## config.mk

```make
export PLATFORM = sky130hd
export DESIGN_NAME = array_ctrl
export DESIGN_NICKNAME = d
export VERILOG_FILES = /design/src/rtl/array_pkg.sv /design/src/rtl/array_ctrl_operand_skew.sv /design/src/rtl/array_ctrl.sv
export SDC_FILE = /design/constraint.sdc
export NUM_CORES = 1
export LEC_CHECK = 0
export ABC_AREA = 1
export CORE_AREA = 2 2 231 233
export DETAILED_ROUTE_END_ITERATION = 8
export DIE_AREA = 0 0 233 235
export PLACE_DENSITY = 0.7
export SLEW_MARGIN = 20
export SYNTH_ARGS = -nofsm -noshare
export SYNTH_HDL_FRONTEND = slang
export SYNTH_HIERARCHICAL = 1
export SYNTH_SLANG_ARGS = --single-unit
```

## constraint.sdc

```tcl
create_clock -name clk -period 4.3 [get_ports clk]
set_input_delay 0.43 -clock clk [delete_from_list [all_inputs] [get_ports clk]]
set_output_delay 0.43 -clock clk [all_outputs]
set_load 0.05 [all_outputs]
```

## src/rtl/array_pkg.sv

```systemverilog
// Shared sizing constants and controller state encoding for the 4x4 array sequencer.
package array_pkg;
  localparam int DIM         = 4;
  localparam int DATA_WIDTH  = 8;
  localparam int ACC_WIDTH   = 16;
  localparam int FEED_CYCLES = 3 * DIM - 2;
  localparam int STEP_W      = $clog2(FEED_CYCLES);
  localparam int ADDR_W      = $clog2(DIM * DIM);

  typedef enum logic [2:0] {
    S_IDLE,
    S_CLEAR,
    S_FEED,
    S_CAPTURE,
    S_DONE
  } state_t;
endpackage

```

## src/rtl/array_ctrl_operand_skew.sv

```systemverilog
// A/B operand buffers plus the diagonal skew mux that feeds the array edges.
module operand_skew #(
  parameter int DIM        = array_pkg::DIM,
  parameter int DATA_WIDTH = array_pkg::DATA_WIDTH,
  parameter int STEP_W     = array_pkg::STEP_W,
  parameter int ADDR_W     = array_pkg::ADDR_W
) (
  input  logic                      clk,
  input  logic                      i_rst,
  input  logic                      i_wr_en,
  input  logic                      i_wr_sel,
  input  logic [ADDR_W-1:0]         i_wr_addr,
  input  logic [DATA_WIDTH-1:0]     i_wr_data,
  input  logic [STEP_W-1:0]         i_step,
  input  logic                      i_feed_valid,
  output logic [DATA_WIDTH*DIM-1:0] o_a_row,
  output logic [DATA_WIDTH*DIM-1:0] o_b_col
);
  import array_pkg::*;

  logic [DATA_WIDTH-1:0] r_a [DIM*DIM];
  logic [DATA_WIDTH-1:0] r_b [DIM*DIM];

  always_ff @(posedge clk) begin
    if (i_rst) begin
      for (int n = 0; n < DIM*DIM; n++) begin
        r_a[n] <= '0;
        r_b[n] <= '0;
      end
    end else if (i_wr_en) begin
      if (i_wr_sel) r_b[i_wr_addr] <= i_wr_data;
      else          r_a[i_wr_addr] <= i_wr_data;
    end
  end

  // Row i / column j is delayed by i / j steps so operands meet on the diagonal.
  always_comb begin
    int k;
    k       = 0;
    o_a_row = '0;
    o_b_col = '0;
    for (int i = 0; i < DIM; i++) begin
      k = int'(i_step) - i;
      if (i_feed_valid && k >= 0 && k < DIM) begin
        o_a_row[i*DATA_WIDTH +: DATA_WIDTH] = r_a[ADDR_W'(i*DIM + k)];
        o_b_col[i*DATA_WIDTH +: DATA_WIDTH] = r_b[ADDR_W'(k*DIM + i)];
      end
    end
  end
endmodule

```

## src/rtl/array_ctrl.sv

```systemverilog
// Job sequencer for a 4x4 systolic MAC array: clear, skewed feed, capture, done pulse.
//   state   | meaning
//   IDLE    | waiting for start, operand writes accepted
//   CLEAR   | one cycle holding the array accumulators cleared
//   FEED    | FEED_CYCLES steps of skewed operands with MAC enabled
//   CAPTURE | array results registered into res_data at the closing edge
//   DONE    | one-cycle done pulse, then back to IDLE
module array_ctrl #(
  parameter int DIM         = array_pkg::DIM,
  parameter int DATA_WIDTH  = array_pkg::DATA_WIDTH,
  parameter int ACC_WIDTH   = array_pkg::ACC_WIDTH,
  parameter int FEED_CYCLES = array_pkg::FEED_CYCLES
) (
  input  logic                          clk,
  input  logic                          rst,
  input  logic                          wr_en,
  input  logic                          wr_sel,
  input  logic [3:0]                    wr_addr,
  input  logic [DATA_WIDTH-1:0]         wr_data,
  input  logic                          start,
  output logic                          busy,
  output logic                          done,
  output logic                          arr_rst_n,
  output logic                          arr_we,
  output logic [DATA_WIDTH*DIM-1:0]     arr_a_in,
  output logic [DATA_WIDTH*DIM-1:0]     arr_b_in,
  input  logic [ACC_WIDTH*DIM*DIM-1:0]  arr_data_in,
  output logic [ACC_WIDTH*DIM*DIM-1:0]  res_data
);
  import array_pkg::*;

  state_t                         r_state;
  state_t                         w_next;
  logic [STEP_W-1:0]              r_step;
  logic [ACC_WIDTH*DIM*DIM-1:0]   r_res;
  logic                           w_feed;

  always_ff @(posedge clk) begin
    if (rst) begin
      r_state <= S_IDLE;
      r_step  <= '0;
    end else begin
      r_state <= w_next;
      r_step  <= (r_state == S_FEED) ? r_step + STEP_W'(1) : '0;
    end
  end

  always_comb begin
    w_next = r_state;
    case (r_state)
      S_IDLE:    if (start) w_next = S_CLEAR;
      S_CLEAR:   w_next = S_FEED;
      S_FEED:    if (r_step == STEP_W'(FEED_CYCLES - 1)) w_next = S_CAPTURE;
      S_CAPTURE: w_next = S_DONE;
      S_DONE:    w_next = S_IDLE;
      default:   w_next = S_IDLE;
    endcase
  end

  always_ff @(posedge clk) begin
    if (rst)                       r_res <= '0;
    else if (r_state == S_CAPTURE) r_res <= arr_data_in;
  end

  // Outputs are also gated by rst directly so the array is held cleared for the whole reset.
  always_comb begin
    busy      = (r_state != S_IDLE);
    done      = (r_state == S_DONE);
    w_feed    = (r_state == S_FEED);
    arr_rst_n = (r_state != S_CLEAR);
    if (rst) begin
      busy      = 1'b0;
      done      = 1'b0;
      w_feed    = 1'b0;
      arr_rst_n = 1'b0;
    end
    arr_we = w_feed;
  end

  assign res_data = r_res;

  operand_skew #(
    .DIM        (DIM),
    .DATA_WIDTH (DATA_WIDTH),
    .STEP_W     (STEP_W),
    .ADDR_W     (ADDR_W)
  ) u_skew (
    .clk          (clk),
    .i_rst        (rst),
    .i_wr_en      (wr_en && !busy),
    .i_wr_sel     (wr_sel),
    .i_wr_addr    (wr_addr),
    .i_wr_data    (wr_data),
    .i_step       (r_step),
    .i_feed_valid (w_feed),
    .o_a_row      (arr_a_in),
    .o_b_col      (arr_b_in)
  );
endmodule
```

# Word level (Yosys, flattened, before mapping)
# Memories as Yosys holds them, arrays and structs flattened. A register that Yosys moved wholly into a read port is not among the register bits.
# Index checks and enable logic that the tools add are counted.
# classes
addsub	10
n_lt_le_gt_ge	8
n_eq_ne	8
n_mux	33
n_bitwise	1
n_reduce_logical	16
# ops
cell	n
8-bit 2-to-1 mux	10
1-bit 2-to-1 mux	16
4-bit 2-to-1 mux	4
8-bit OR reduction	2
5-bit by 1-bit greater-or-equal comparator with 1-bit output, second input constant	3
5-bit by 4-bit < comparator with 1-bit output, second input constant	3
3-bit case mux with 4 select lines	1
4-bit by 2-bit subtractor with 5-bit output, second input constant	2
1-bit logical AND	9
4-bit by 3-bit adder with 4-bit output, second input constant	2
4-bit adder, first input constant	2
3-bit by 2-bit equality test with 1-bit output, second input constant	2
3-bit 2-to-1 mux	2
4-bit by 1-bit subtractor with 5-bit output, second input constant	1
3-bit by 4-bit adder with 4-bit output, first input constant	1
4-bit by 1-bit adder with 4-bit output, second input constant	1
4-bit by 2-bit adder with 4-bit output, second input constant	1
4-bit equality test, second input constant	1
4-bit by 1-bit greater-or-equal comparator with 1-bit output, second input constant	1
4-bit by 3-bit < comparator with 1-bit output, second input constant	1
2-bit inequality test, second input constant	2
3-bit by 1-bit equality test with 1-bit output, second input constant	1
3-bit equality test, second input constant	1
3-bit zero test	1
6 further kinds	6
# totals
ff_bits	263
ramBits	256
output_inout_bits	324
wordCells	81
mem_count	2
# memory_table
memory	depth	width	rd	rd_clocked_by_memory_dff	wr	line	rtl
u_skew.r_a	16	8	4	1	16	array_ctrl_operand_skew.sv:21	logic [DATA_WIDTH-1:0] r_a [DIM*DIM];
u_skew.r_b	16	8	4	1	16	array_ctrl_operand_skew.sv:22	logic [DATA_WIDTH-1:0] r_b [DIM*DIM];

# Depth between registers and ports, before layout
# Gate-level depths: netlist (run 1).
# depth
depth_word	9
depth_mapped	12
depth_no_buf	9

# By module
# Netlist (run 1), hierarchy kept.
# by_module_without_submodules
mod	n_inst	cells_each	area_each_um2	seq_area_each_um2
operand_skew	1	1351	12114.1	7687.4
array_ctrl	1	1155	9056.2	5265.0

# Worst setup path before layout (run 1)
# OpenSTA, ideal clock, no wires.
# synth_path
path_type	register -> output
from	register r_step[1]
to	output arr_a_in[16]
arrival_ns	2.688
required_time_ns	3.870
path_slack_ns	1.182
stages_incl_launch_ff	10
n_path_buf	3
cell_sequence	dfxtp_1 -> buf_2 -> clkinv_1 -> clkbuf_1 -> ha_1 -> clkbuf_1 -> nand2_1 -> inv_1 -> nand4_1 -> a21oi_1
# synth_via
elab_chain_len	5
# synth_lines
element	line	rtl
start: declaration	array_ctrl.sv:34	logic [STEP_W-1:0] r_step;
start signal: assignment	array_ctrl.sv:44	r_step <= (r_state == S_FEED) ? r_step + STEP_W'(1) : '0;
4-bit by 2-bit subtractor with 5-bit output *	array_ctrl_operand_skew.sv:43	k = int'(i_step) - i;
parallel branches: the longest is 3 deep, another holds memory 16 x 8 bit	--	
8-bit 2-to-1 mux *	array_ctrl_operand_skew.sv:44	if (i_feed_valid && k >= 0 && k < DIM) begin
end: declaration	array_ctrl.sv:25	output logic [DATA_WIDTH*DIM-1:0] arr_a_in,
# Every way passes the cells marked *.

# Worst setup path after layout (run 1)
# layout_path
from	register r_step[0]
to	output arr_a_in[28]
# layout_via
elab_chain_len	5
# layout_lines
element	line
4-bit by 2-bit subtractor with 5-bit output *	array_ctrl_operand_skew.sv:43
parallel branches: the longest is 3 deep, another holds memory 16 x 8 bit	--
8-bit 2-to-1 mux *	array_ctrl_operand_skew.sv:44
# Marks and branches as above.

==> impl_metrics.json, run 1 <==
{
  "routed-wl-met2_um": 36800,
  "route.top_layer_used": "met5",
  "muxShareOfSynthArea": 0,
  "synth_edf_count": 256,
  "synthFlopType": "dfxtp_1",
  "firstDrtPassIters": 8,
  "max_slew_margin": 0.311,
  "seq_area_frac_synth": 0.612,
  "cap_violations": 0,
  "regArea_um2": 13000,
  "wl_met1_um": 33000,
  "fill_cells": 4613,
  "cts_tree": "yes",
  "slowest_delay_ps": 670,
  "postLayoutCellArea_um2": 29700,
  "fin_total_pwr_mw": 12.7,
  "synth-xor-area-share": 0.000414,
  "syn_avg_cell_area_um2": 8.45,
  "finalHoldViolCount": 0,
  "finalWirelength_um": 81100,
  "cp-end-kind": "primary output",
  "critPathArrivalTime_ps": 3420,
  "cts_buffers": 55,
  "worstMarginPinSlew_ps": 1030,
  "status": "finished clean",
  "min_period_ps": 3850,
  "placed_area_um2": 27800,
  "antenna_found_initial": 20,
  "clkLatencyLatePin_ps": 610,
  "required_ps": 3870,
  "cts_setup_buffers": 0,
  "clockBufferDepth": 3,
  "grtUsageTotal": 0.288,
  "final_antenna_net_count": 0,
  "final.setup.tns_ps": 0,
  "gp_congestion": 1.02,
  "io_buffers": 596,
  "path_clk_slew_ps": 60,
  "drc": 0,
  "drv_slew": 0,
  "overflow": 0,
  "start_util": 0.405,
  "synth_nets": 2786,
  "grt_pass1_vias": 18100,
  "synth_top_family_by_area": "simple AND/OR/NAND/NOR gates",
  "slowest_stage": "buf_4",
  "area_delta_synth_final_pct": 40.3,
  "ir_worst_vdd_uv": 310,
  "synth_async_sr_flop_share": 0,
  "period_share": 0.894,
  "grt_pass1_wl_um": 117000,
  "viasPerCell": 5.12,
  "rsz0062_at_grt": "false",
  "layout.cells.most_common_list": "nor2_1, clkdlybuf4s50_1, nand2_1, o21ai_0, dfxtp_1",
  "cts_hold_buf": 0,
  "die_x_um": 233,
  "crit_start": "r_step[0]",
  "synth_fa_ha_area_frac": 0.00414,
  "power_density_nw_per_um2": 428,
  "num_vias": 19300,
  "r2r_slack_ps": 1710,
  "criticalPathCategory": "reg -> out",
  "final_common_cell": "nor2_1",
  "cts_sinks": 519,
  "drive_gt1_frac": 0.0612,
  "min_from": "arr_data_in[203]",
  "io_pins": 597,
  "post-dp-hpwl_um": 60000,
  "setup_slack_ps": 455,
  "wl_met3_um": 8270,
  "yosysTopAreaCellShare": 0.363,
  "synth_compound_area_frac": 0.0790,
  "clock_skew_ps": 15.5,
  "syn_area_um2": 21200,
  "wl_per_cell_um": 21.5,
  "ctsResizeCount": 0,
  "synth_top_area_cell": "edfxtp_1",
  "r2r_start": "r_state[0]",
  "fmax_ghz": 0.260,
  "drt_iter0_drc": 1797,
  "grt_start_max_net_pins": 217,
  "critPathMaxFanout": 72,
  "power.leakage_nw": 11.7,
  "final-setup-viol-count": 0,
  "timing.hold.ws_ps": 450,
  "synth_seq_cells": 519,
  "cts_root_buf": "clkbuf_16",
  "yosysWarnings": 6,
  "pre_cts_slack_ps": 894,
  "syn_inst": 2506,
  "synth-simple-area-share": 0.247,
  "die_y_um": 235,
  "num_rows": 84,
  "synth_area_leaders": "edfxtp_1, dfxtp_1, nor2_1",
  "h-tree-depth": 2,
  "yosysUniqueCellTypes": 26,
  "fin_nets": 3304,
  "design.die.area_um2": 54800,
  "coreArea_um2": 52200,
  "crit_chain": "inv_2, buf_4, buf_4, nand2_1, nand3_1, nand2_1, nor2_1, buf_12",
  "hold_class": "in -> reg",
  "critPathLaunchType": "register",
  "multi_input_area_um2": 7010
}
-- worst max-delay path: cells and delay by family, from the launching register on --
| family | cells | cell delay, ps |
|---|---|---|
| buffers and inverters | 4 | 1430 |
| flip-flops | 1 | 520 |
| AND/OR/NAND/NOR | 4 | 760 |
-- state kept, by name, indices dropped and copies added (netlist names) --
signal      cells
r_state         3
u_skew/r_a    128
u_skew/r_b    128
r_step          4
res_data      256
-- metrics by stage --
step	std cells	utilization
2_1_floorplan	2506	-
6_report	3765	0.569
4_1_cts	3758	0.568
3_3_place_gp	3655	0.532
5_1_grt	3758	0.568
3_5_place_dp	3655	0.532
-- final timing paths --
path                   endpoint  cells after the start
setup / recovery   arr_a_in[28]                      8
hold / removal    res_data[203]                      3
setup reg to reg  res_data[129]                      4
hold reg to reg   res_data[148]                      2
-- synth_stat cells, types with 2 or more instances --
cell,n
nand3b_1,2
nor2_2,3
o21ai_0,308
buf_1,4
buf_2,48
clkbuf_1,90
clkbuf_2,2
nand3_1,75
inv_2,4
nor2_1,934
o21ai_1,7
a21oi_1,19
dfxtp_1,263
nand2_1,328
inv_1,126
buf_4,14
nand2_2,9
edfxtp_1,256
ha_1,7
-- routing by layer --
metal  GRT usage  vias to the layer above
li1            -                     9040
met1       0.377                     9195
met2       0.450                      866
met3      0.0943                      165
met4      0.0919                       28
met5           0                        -
-- area by class of cell --
| class | count | area share |
|---|---|---|
| sequential | 519 | 0.436 |
| clock inverter | 35 | 0.0128 |
| clock buffer | 68 | 0.0508 |
| multi-input combinational | 1697 | 0.236 |
| inverter | 131 | 0.0170 |
| tap | 688 | 0.0290 |
| antenna | 7 | 0.000590 |
| timing repair buffer | 620 | 0.218 |
-- kinds of logic after synthesis --
logic type	after synthesis
simple gates	1355
flops	519
compound gates	334
buf+inv	290
fa+ha+maj	7
xor+xnor	1
-- report_power, final --
group	switching [mW]	leakage (nW)	internal, mW
Sequential	0.142	4.78	5.44
Clock	1.98	0.930	2.96
Combinational	1.46	5.96	0.729
(Power assumes the default switching activity.)
==> run 2, diff against run 1 <==
==> constraint.sdc (replaced) <==
create_clock -name clk -period 4.3 [get_ports clk]
set_input_delay 0.645 -clock clk [delete_from_list [all_inputs] [get_ports clk]]
set_output_delay 0.645 -clock clk [all_outputs]
set_load 0.05 [all_outputs]
==> impl_metrics.json, run 2 (synthesis gave the netlist of run 1 again) <==
{
  "clkLatencyLatePin_ps": 610,
  "r2r_end": "res_data[25]",
  "grt_pass1_wl_um": 115000,
  "rsz0062_at_grt": "false",
  "cap_violations": 0,
  "slowest_stage": "ha_1",
  "post-dp-hpwl_um": 58900,
  "cts_sinks": 519,
  "drv_slew": 0,
  "coreArea_um2": 52200,
  "fin_nets": 3302,
  "worstMarginPinSlew_ps": 1160,
  "ctsResizeCount": 0,
  "layout.cells.most_common_list": "nor2_1, clkdlybuf4s50_1, nand2_1, o21ai_0, dfxtp_1",
  "power.leakage_nw": 11.6,
  "holdPathStages": 2,
  "grt_pass1_vias": 17900,
  "cts_tree": "yes",
  "r2r_start": "r_state[0]",
  "final_common_cell": "nor2_1",
  "postLayoutCellArea_um2": 29500,
  "drc": 0,
  "drt_iter0_drc": 1632,
  "clock_skew_ps": 25.0,
  "fill_cells": 4609,
  "critPathArrivalTime_ps": 3410,
  "r2r_slack_ps": 1760,
  "num_rows": 84,
  "final_antenna_net_count": 0,
  "fin_util": 0.565,
  "start_util": 0.405,
  "slowest_delay_ps": 760,
  "fin_cells": 3759,
  "final.setup.tns_ps": 0,
  "final-setup-viol-count": 0,
  "wl_per_cell_um": 21.2,
  "gp_congestion": 0.998,
  "drive_gt1_frac": 0.0623,
  "ir_worst_vdd_uv": 319,
  "min_period_ps": 4060,
  "crit_chain": "clkinv_1, ha_1, nand2_1, inv_1, nand4_1, a21oi_1, buf_12",
  "path_clk_slew_ps": 60,
  "min_from": "res_data[134]",
  "grt_start_max_net_pins": 215,
  "io_pins": 597,
  "design.die.area_um2": 54800,
  "largest_reg_flops": 256,
  "status": "finished clean",
  "timing.hold.ws_ps": 480,
  "min_to": "res_data[134]",
  "cts_root_buf": "clkbuf_16",
  "criticalPathCategory": "reg -> out",
  "fmax_ghz": 0.247,
  "max_slew_margin": 0.228,
  "cts_hold_buf": 0,
  "io_buffers": 596,
  "placed_area_um2": 27800,
  "hold_class": "reg -> reg",
  "firstDrtPassIters": 6,
  "finalHoldViolCount": 0,
  "dp_cells": 3653,
  "period_share": 0.943,
  "power_density_nw_per_um2": 419,
  "grtUsageTotal": 0.283,
  "clockBufferDepth": 3,
  "overflow": 0,
  "cts_setup_buffers": 0,
  "die_x_um": 233,
  "finalWirelength_um": 79800,
  "cts_buffers": 55,
  "die_y_um": 235,
  "viasPerCell": 5.07,
  "num_vias": 19000,
  "rr_worst_depth": 5,
  "h-tree-depth": 2,
  "critPathLaunchType": "register",
  "critPathMaxFanout": 21,
  "required_ps": 3650,
  "area_delta_synth_final_pct": 39.4,
  "cp-end-kind": "primary output",
  "antenna_found_initial": 18
}
[run 2: critical path: cells and delay by family (launching register included)]
family,cells,cell delay [ps]
compound gates,1,410
flops,1,330
fa+ha+maj,1,760
simple gates,2,470
buf+inv,3,820
[run 2: layout make-up]
cell class / count / area [µm²] / share of cell area
diodes: 6 / 15.0 / 0.000509
clock buffers: 72 / 1500 / 0.0509
clock inverters: 28 / 233 / 0.00789
inverters: 131 / 504 / 0.0171
multi-input cells: 1697 / 7010 / 0.237
flip-flops and latches: 519 / 13000 / 0.439
well taps: 688 / 861 / 0.0292
repair buffers: 618 / 6430 / 0.218
[run 2: metrics by stage]
step | setup slack [ps] | power (mW)
after global placement | 689 | 7.82
final | 244 | 12.4
after CTS | 233 | 12.4
after floorplan | 954 | 6.92
after global routing | 8.01 | 12.8
after detailed placement | 658 | 7.85
[run 2: routing by layer]
layer,GRT usage,share of wire,up-vias
li1,-,-,9043
met4,0.0923,0.035,28
met1,0.358,0.40,8958
met5,0,0.0025,-
met2,0.454,0.46,859
met3,0.0945,0.098,152
[run 2: worst max-delay path by stage]
stage,startpoint,to,slack [ps],cells past startpoint
2_1_floorplan,rst,arr_a_in[16],950,5
3_3_place_gp,rst,arr_b_in[7],690,5
3_5_place_dp,rst,arr_b_in[1],660,5
4_1_cts,r_step[1],arr_a_in[16],230,7
5_1_grt,r_step[1],arr_b_in[9],8,9
6_report,r_step[1],arr_a_in[16],240,7
[run 2: where the power goes]
group	switching [mW]	internal (mW)	total, mW
Sequential	0.132	5.44	5.57
Combinational	1.46	0.732	2.19
Clock	1.98	2.63	4.61
==> run 3, diff against run 2 <==
Settings changed: ABC_AREA 1 to not set, CORE_AREA 2 2 231 233 to 2 2 234 236, DIE_AREA 0 0 233 235 to 0 0 236 238, PLACE_DENSITY 0.7 to 0.68.
Clock period 4.3 ns to 4.4 ns, I/O delays scaled along.
==> impl_metrics.json, run 3 <==
{
  "power_density_nw_per_um2": 365,
  "cts_setup_buffers": 0,
  "slowest_stage": "o211ai_2",
  "wl_per_cell_um": 22.8,
  "yosysWarnings": 6,
  "hold_class": "in -> reg",
  "switching_share": 0.240,
  "finalWirelength_um": 75300,
  "min_period_ps": 4030,
  "muxShareOfSynthArea": 0.0681,
  "io_buffers": 596,
  "grtUsageTotal": 0.257,
  "criticalPathCategory": "reg -> out",
  "seq_area_frac_synth": 0.612,
  "antenna_found_initial": 21,
  "synth.most_common_cell": "nand2_1",
  "final.setup.tns_ps": 0,
  "crit_chain": "inv_2, ha_1, and3b_1, o211ai_2, a211oi_1, buf_12",
  "clkPwrFrac": 0.417,
  "ys_top_cells_by_count": "nand2_1, nor2_1, dfxtp_1, a21oi_1, edfxtp_1",
  "cp-end-kind": "primary output",
  "num_vias": 17300,
  "yosysTopAreaCellShare": 0.363,
  "cts_buffers": 55,
  "cpLargestDelayFamily": "compound AO/OA/AOI/OAI gates",
  "fin_total_pwr_mw": 10.7,
  "synth_top_family_by_area": "simple AND/OR/NAND/NOR gates",
  "drive_gt1_frac": 0.0989,
  "die_x_um": 236,
  "num_rows": 85,
  "grt_pass1_vias": 16500,
  "placed_area_um2": 27600,
  "overflow": 0,
  "synth_fa_ha_area_frac": 0.00414,
  "seqPwrFrac": 0.488,
  "io_pins": 597,
  "grt_start_max_net_pins": 138,
  "cts_sinks": 519,
  "synth_nets": 2308,
  "synth_compound_area_frac": 0.0828,
  "synth-simple-area-share": 0.180,
  "path_clk_slew_ps": 60,
  "cap_violations": 0,
  "synthFlopType": "dfxtp_1",
  "fill_cells": 4587,
  "r2r_start": "r_state[0]",
  "drv_slew": 0,
  "synth-xor-area-share": 0.00284,
  "finalHoldViolCount": 0,
  "gp_congestion": 0.925,
  "synth_top_area_cell": "edfxtp_1",
  "post-dp-hpwl_um": 54600,
  "clock_skew_ps": 21.4,
  "worstMarginPinSlew_ps": 1140,
  "ctsResizeCount": 0,
  "required_ps": 3740,
  "area_delta_synth_final_pct": 39.0,
  "cts_hold_buf": 0,
  "min_from": "rst",
  "drc": 0,
  "grt_pass1_wl_um": 107000,
  "viasPerCell": 5.24,
  "period_share": 0.917,
  "critPathArrivalTime_ps": 3370,
  "clockBufferDepth": 3,
  "ir_worst_vdd_uv": 265,
  "fmax_ghz": 0.248,
  "firstDrtPassIters": 7,
  "postLayoutCellArea_um2": 29400,
  "clkLatencyLatePin_ps": 610,
  "cts_root_buf": "clkbuf_16",
  "dp_cells": 3182,
  "combinationalPowerShare": 0.095,
  "max_slew_margin": 0.238,
  "critPathMaxFanout": 16,
  "slowest_delay_ps": 870,
  "final-setup-viol-count": 0,
  "synth_edf_count": 256,
  "final_common_cell": "nand2_1",
  "rsz0062_at_grt": "false",
  "pre_cts_slack_ps": 830,
  "coreArea_um2": 53500,
  "synth_seq_cells": 519,
  "largest_reg_flops": 256,
  "drt_iter0_drc": 1567,
  "status": "finished clean",
  "synth_async_sr_flop_share": 0,
  "fin_cells": 3294,
  "yosysUniqueCellTypes": 45,
  "synth_area_leaders": "edfxtp_1, dfxtp_1, nand2_1",
  "r2r_slack_ps": 1170,
  "design.die.area_um2": 56200,
  "internal_power_mw": 8.17,
  "die_y_um": 238,
  "start_util": 0.396,
  "path_buf_inv": 2,
  "power.leakage_nw": 9.85,
  "layout.cells.most_common_list": "nand2_1, clkdlybuf4s50_1, nor2_1, dfxtp_1",
  "fin_nets": 2824,
  "crit_start": "r_step[2]",
  "setup_slack_ps": 366,
  "h-tree-depth": 2,
  "final_antenna_net_count": 0,
  "syn_inst": 2028,
  "cts_tree": "yes",
  "p_sw_mw": 2.57,
  "critPathLaunchType": "register",
  "syn_avg_cell_area_um2": 10.4,
  "syn_area_um2": 21200
}
[run 3: cell count changes after synthesis, moves of 74 or more]
cell,delta
nor2_1,-648
o21ai_0,-308
nand2_1,+256
a21oi_1,+237
inv_1,-106
nand3_1,-74
[run 3: worst paths after layout]
kind	cells past startpoint	endpoint
worst max-delay path	6	arr_b_in[24]
worst max register to register	6	u_skew/r_a[1][1]
worst min-delay path	2	r_state[1]
worst min register to register	2	res_data[161]
[run 3: layout make-up]
class                      instances  area (µm²)  area share
antenna                            9        22.5    0.000765
clock buffer                      80        1540      0.0523
clock inverter                    22         205     0.00697
inverter                          21        78.8     0.00268
multi-input combinational       1329        7150       0.243
sequential                       519       13000       0.440
tap                              696         871      0.0296
timing repair buffer             618        6610       0.225
[run 3: power groups by stage]
stage	Clock [mW]	Sequential, mW	Combinational (mW)
2_1_floorplan	0	5.46	0.398
3_3_place_gp	0	5.33	1.01
3_5_place_dp	0	5.34	1.01
4_1_cts	4.57	5.24	1.02
5_1_grt	4.76	5.25	1.07
6_report	4.48	5.24	1.02
[run 3: metrics by stage]
step            util  hold WS [ps]
3_5_place_dp   0.517           446
5_1_grt        0.550           346
3_3_place_gp   0.517           441
4_1_cts        0.549           324
2_1_floorplan      -           471
6_report       0.550           367
[run 3: layer usage]
metal	vias up	GRT usage	share of wire
li1	7893	-	-
met1	8314	0.307	0.37
met2	874	0.434	0.49
met3	167	0.0809	0.10
met4	22	0.0957	0.038
met5	-	0	0.0020
[run 3: cell families (layout without fill, tap and decap cells)]
group | count (synthesis) | count (layout)
compound gates | 309 | 309
xor+xnor | 6 | 6
fa+ha+maj | 7 | 7
buf+inv | 180 | 741
flops | 519 | 519
mux | 64 | 64
other cells | 0 | 9
simple gates | 943 | 943
